## src/rtl/product_rx.sv

```systemverilog
// Serial receiver for signed product frames: start, DATA_BITS data bits LSB first, stop.
// Define PRODUCT_RX_PARITY_EN to add an even-parity bit between the data bits and the stop bit.
module product_rx #(
    parameter int DATA_BITS = 8
) (
    input  logic                        CLK,
    input  logic                        rst,
    input  logic                        rx,
    output logic signed [DATA_BITS-1:0] out_data,
    output logic                        out_valid,
    input  logic                        out_ready,
    output logic                        frame_err,
    output logic                        parity_err,
    output logic                        overrun,
    output logic [7:0]                  err_count,
    output logic [2:0]                  state_dbg
);
    // Handshake: a beat transfers on a rising CLK edge where out_valid and out_ready are both 1;
    // out_data holds steady while out_valid=1 and out_ready=0.

    localparam int CNT_W = (DATA_BITS > 1) ? $clog2(DATA_BITS) : 1;
    localparam logic [CNT_W-1:0] LAST_BIT = CNT_W'(DATA_BITS - 1);

    typedef enum logic [2:0] {
        IDLE   = 3'd0,
        DATA   = 3'd1,
        PARITY = 3'd2,
        STOP   = 3'd3,
        RESYNC = 3'd4
    } state_t;

    state_t               state;
    logic [CNT_W-1:0]     bit_cnt;
    logic [DATA_BITS-1:0] shift;

    logic at_stop;
    logic par_bad;
    logic frame_good;
    logic fe_n;
    logic pe_n;
    logic ov_n;
    logic any_err;

`ifdef PRODUCT_RX_PARITY_EN
    logic parity_bit;
    assign par_bad = parity_bit != (^shift);
`else
    assign par_bad    = 1'b0;
    assign parity_err = 1'b0;
`endif

    // Every frame outcome is decided on the edge that samples the stop bit.
    always_comb begin
        at_stop    = (state == STOP);
        frame_good = at_stop && rx && !par_bad;
        fe_n       = at_stop && !rx;
        pe_n       = at_stop && par_bad;
        ov_n       = frame_good && out_valid && !out_ready;
        any_err    = fe_n || pe_n || ov_n;
    end

    assign state_dbg = state;

    always_ff @(posedge CLK) begin
        if (rst) begin
            state     <= IDLE;
            bit_cnt   <= '0;
            shift     <= '0;
            out_data  <= '0;
            out_valid <= 1'b0;
            frame_err <= 1'b0;
            overrun   <= 1'b0;
            err_count <= 8'd0;
`ifdef PRODUCT_RX_PARITY_EN
            parity_err <= 1'b0;
            parity_bit <= 1'b0;
`endif
        end else begin
            frame_err <= fe_n;
            overrun   <= ov_n;
`ifdef PRODUCT_RX_PARITY_EN
            parity_err <= pe_n;
`endif
            if (any_err && err_count != 8'hFF) begin
                err_count <= err_count + 8'd1;
            end

            // A completing frame may replace a beat being consumed in the same cycle.
            if (frame_good && (!out_valid || out_ready)) begin
                out_data  <= shift;
                out_valid <= 1'b1;
            end else if (out_valid && out_ready) begin
                out_valid <= 1'b0;
            end

            case (state)
                IDLE: begin
                    if (!rx) begin
                        state   <= DATA;
                        bit_cnt <= '0;
                    end
                end
                DATA: begin
                    shift[bit_cnt] <= rx;
                    bit_cnt        <= bit_cnt + CNT_W'(1);
                    if (bit_cnt == LAST_BIT) begin
`ifdef PRODUCT_RX_PARITY_EN
                        state <= PARITY;
`else
                        state <= STOP;
`endif
                    end
                end
                PARITY: begin
`ifdef PRODUCT_RX_PARITY_EN
                    parity_bit <= rx;
`endif
                    state <= STOP;
                end
                STOP: begin
                    state <= rx ? IDLE : RESYNC;
                end
                RESYNC: begin
                    if (rx) begin
                        state <= IDLE;
                    end
                end
                default: begin
                    state <= IDLE;
                end
            endcase
        end
    end
endmodule

```

## config.mk

```make
export PLATFORM = sky130hd
export DESIGN_NAME = product_rx
export DESIGN_NICKNAME = d
export VERILOG_FILES = /design/src/rtl/product_rx.sv
export SDC_FILE = /design/constraint.sdc
export NUM_CORES = 1
export LEC_CHECK = 0
export ABC_AREA = 1
export CAP_MARGIN = 20
export CORE_UTILIZATION = 30
export CTS_CLUSTER_DIAMETER = 40
export DETAILED_ROUTE_END_ITERATION = 10
export PLACE_DENSITY = 0.6
export SYNTH_ARGS = -nofsm -noshare
export SYNTH_HDL_FRONTEND = slang
export SYNTH_SLANG_ARGS = --single-unit
```

## constraint.sdc

```tcl
create_clock -name CLK -period 1.37 [get_ports CLK]
set_input_delay 0.274 -clock CLK [delete_from_list [all_inputs] [get_ports CLK]]
set_output_delay 0.274 -clock CLK [all_outputs]
set_load 0.01 [all_outputs]
```

==> flow_summary.toml <==
[status]
status = "completed"

[layout]
fillers = 576
seqCellArea_um2 = 668.1
drive_above_1_share_pct = 17.05
layout.nets = 271
multi_input_area_um2 = 803.3
instances_no_fill = 334
area_growth_pct = 31.83
utilization_pct = 41.05
diodes = 0

[timing]
drv_slew = 0
rsz0062_at_grt = "false"
setup_viol = 0
finalCriticalPeriod_ns = 1.290
max_freq_mhz = 774.9
hold_viol = 0
period_share_pct = 94.20
clock-skew-final_ns = 0.003788

[worst_setup_path]
cp-end-kind = "output port"
critical_path_class = "reg -> out"
required_ns = 1.10
cp-start-kind = "register"
cp_max_fo = 4
cp.arrival_ns = 1.02

[floorplanning]
die_w_um = 74.58
std_cell_rows = 26
die_area_um2 = 5561
die_h_um = 74.58
initial_utilization_pct = 31.14
io_pins = 27
core_area_um2 = 5075

[route]
vias_per_cell = 4.434
drc = 0
wl_per_cell_um = 10.28
drt_iter0_markers = 76
final_antenna_net_count = 0
drtPass1Iterations = 4
vias = 1481
wirelength_um = 3432

[placed_design]
dp_cells = 327
post-dp-hpwl_um = 2527
globalplace.congestion = 0.8239
port_buffers = 25

[synthesis]
syn_area_um2 = 1580
yosysTopAreaCell = "dfxtp_1"
synth.avg_cell_area_um2 = 7.086
synth_area_leaders = "dfxtp_1 (42%), nand2_1 (14%), a21oi_1 (8.2%), nand3_1 (7.3%), nor2_1 (5.5%)"
synth_fa_ha_area_share_pct = 2.375
synth_fp_nets = 230
synthArstFlopShare_pct = 0
yosys-top-cells-count = "nand2_1 (58), dfxtp_1 (33), a21oi_1 (26)"
yosysTopAreaCellShare_pct = 41.81
synthMuxAreaShare_pct = 0
synth_cell_types = 27
synthFlopType = "dfxtp_1"
synth_xor_area_share_pct = 0.5542
synth.yosys.warnings = 0
yosys_register_bits = 33
synth_seq_area_share_pct = 41.81
synth_compound_area_share_pct = 12.35
syn_inst = 223
synth-edff-count = 0
yosys.area_share.simple_pct = 35.15
synth_top_family_by_area = "simple AND/OR/NAND/NOR gates"
yosysMostFrequentCell = "nand2_1"

[run]
cap_viol_max_count = 0

[clock_tree]
clock-sinks = 33
ctsRootBufferMaster = "clkbuf_8"
cts_max_level = 2
clk_latency_ns = 0.29
cts_buffer_depth = 2
post_cts_buffers = 0
cts_tree = "built"
numCtsBuffers = 5
clk_pin_slew_worst_paths_ns = 0.06
cts-hold-fix-buffers = 0

[grt]
gr-usage-all-layers_pct = 13.74
gr-total-overflow = 0
antenna_found_initial = 0
grt_pass1_vias = 1279
grt_pass1_wl_um = 5740
grt_max_degree = 20

[power_and_ir_drop]
leakage_nw = 0.8729
peakVddDrop_uv = 295.0
p_per_area_nw_per_um2 = 912.6

[worst_hold_path]
hp-class = "reg -> reg"
-- cells by family (layout without fill, tap and decap cells) --
group                      Yosys count  after routing
DFF                                 33             33
adders and majority gates            3              3
xor gates and xnor gates             1              1
other                                1              1
AOI/OAI and AO/OA                   36             36
and+or+nand+nor                    119            119
buffers and inverters               30             71
-- cell type report --
cell class,count,area share [%]
Clock buffer,7,4.144
Inverter,24,4.324
Multi-Input combinational cell,160,38.56
Sequential cell,33,32.07
Tap cell,70,4.204
Timing Repair Buffer,40,16.70
-- placed cells by master, fill, tap and decap left out, types with 2 or more instances in the layout --
master           instances
dfxtp_2                  6
o21ai_1                  7
nand2_2                  2
nor2_4                   4
nand2_1                 58
nor3_1                   2
inv_1                   20
ha_1                     2
clkbuf_8                 6
dlygate4sd2_1           22
nand3_1                 23
inv_2                    4
dfxtp_1                 27
a21oi_1                 26
buf_4                   14
nand3_2                  2
clkdlybuf4s50_1          3
nor2_1                  23
-- report_power, final --
| group | internal [mW] | switching (mW) |
|---|---|---|
| clock network | 0.398 | 0.335 |
| registers | 0.977 | 0.0196 |
| logic | 0.0660 | 0.106 |
| total | 1.44 | 0.460 |
-- per-stage QoR --
stage	setup TNS, ns	hold slack [ns]	setup WS, ns	area [um2]	power [mW]
after floorplan	0	0.4395	0.03179	1580	1.129
after global placement	-2.614	0.4495	-0.1788	2014	1.194
after detailed placement	-2.998	0.4537	-0.1949	2014	1.193
after CTS	0	0.4597	0.01112	2081	1.928
after global routing	0	0.4709	0.001443	2083	1.981
final	0	0.4580	0.07951	2083	1.901
-- layer usage --
| metal | global-route usage [%] | wire length (um) |
|---|---|---|
| met1 | 17.94 | 1766 |
| met2 | 20.82 | 1453 |
| met3 | 4.065 | 138 |
| met4 | 6.289 | 73 |
| met5 | 0 | 0 |
-- repair_timing --
action                     in CTS  in global routing
resized for setup              28                  2
setup endpoints to repair      25                  8
pin swaps                       0                  4
-- path summary, 6_finish.rpt --
path	depth (start not counted)	slack (ns)	start	endpoint
worst max-delay path	2	0.08	err_count[0]	err_count[0]
worst min-delay path	2	0.46	out_data[3]	out_data[3]
worst max register to register	8	0.10	err_count[0]	err_count[6]
worst min register to register	2	0.46	out_data[3]	out_data[3]
-- state kept, by name, summed over array words and instances (netlist names) --
| register | flops |
|---|---|
| overrun | 1 |
| out_data | 8 |
| out_valid | 1 |
| frame_err | 1 |
| err_count | 8 |
| state_dbg | 3 |
| shift | 8 |
| bit_cnt | 3 |
-- critical path, cell delays in order, from the launching register on --
cell and delay [ns]:
dfxtp_2 0.34, buf_4 0.13, dlygate4sd2_1 0.27
(Power assumes the default switching activity.)
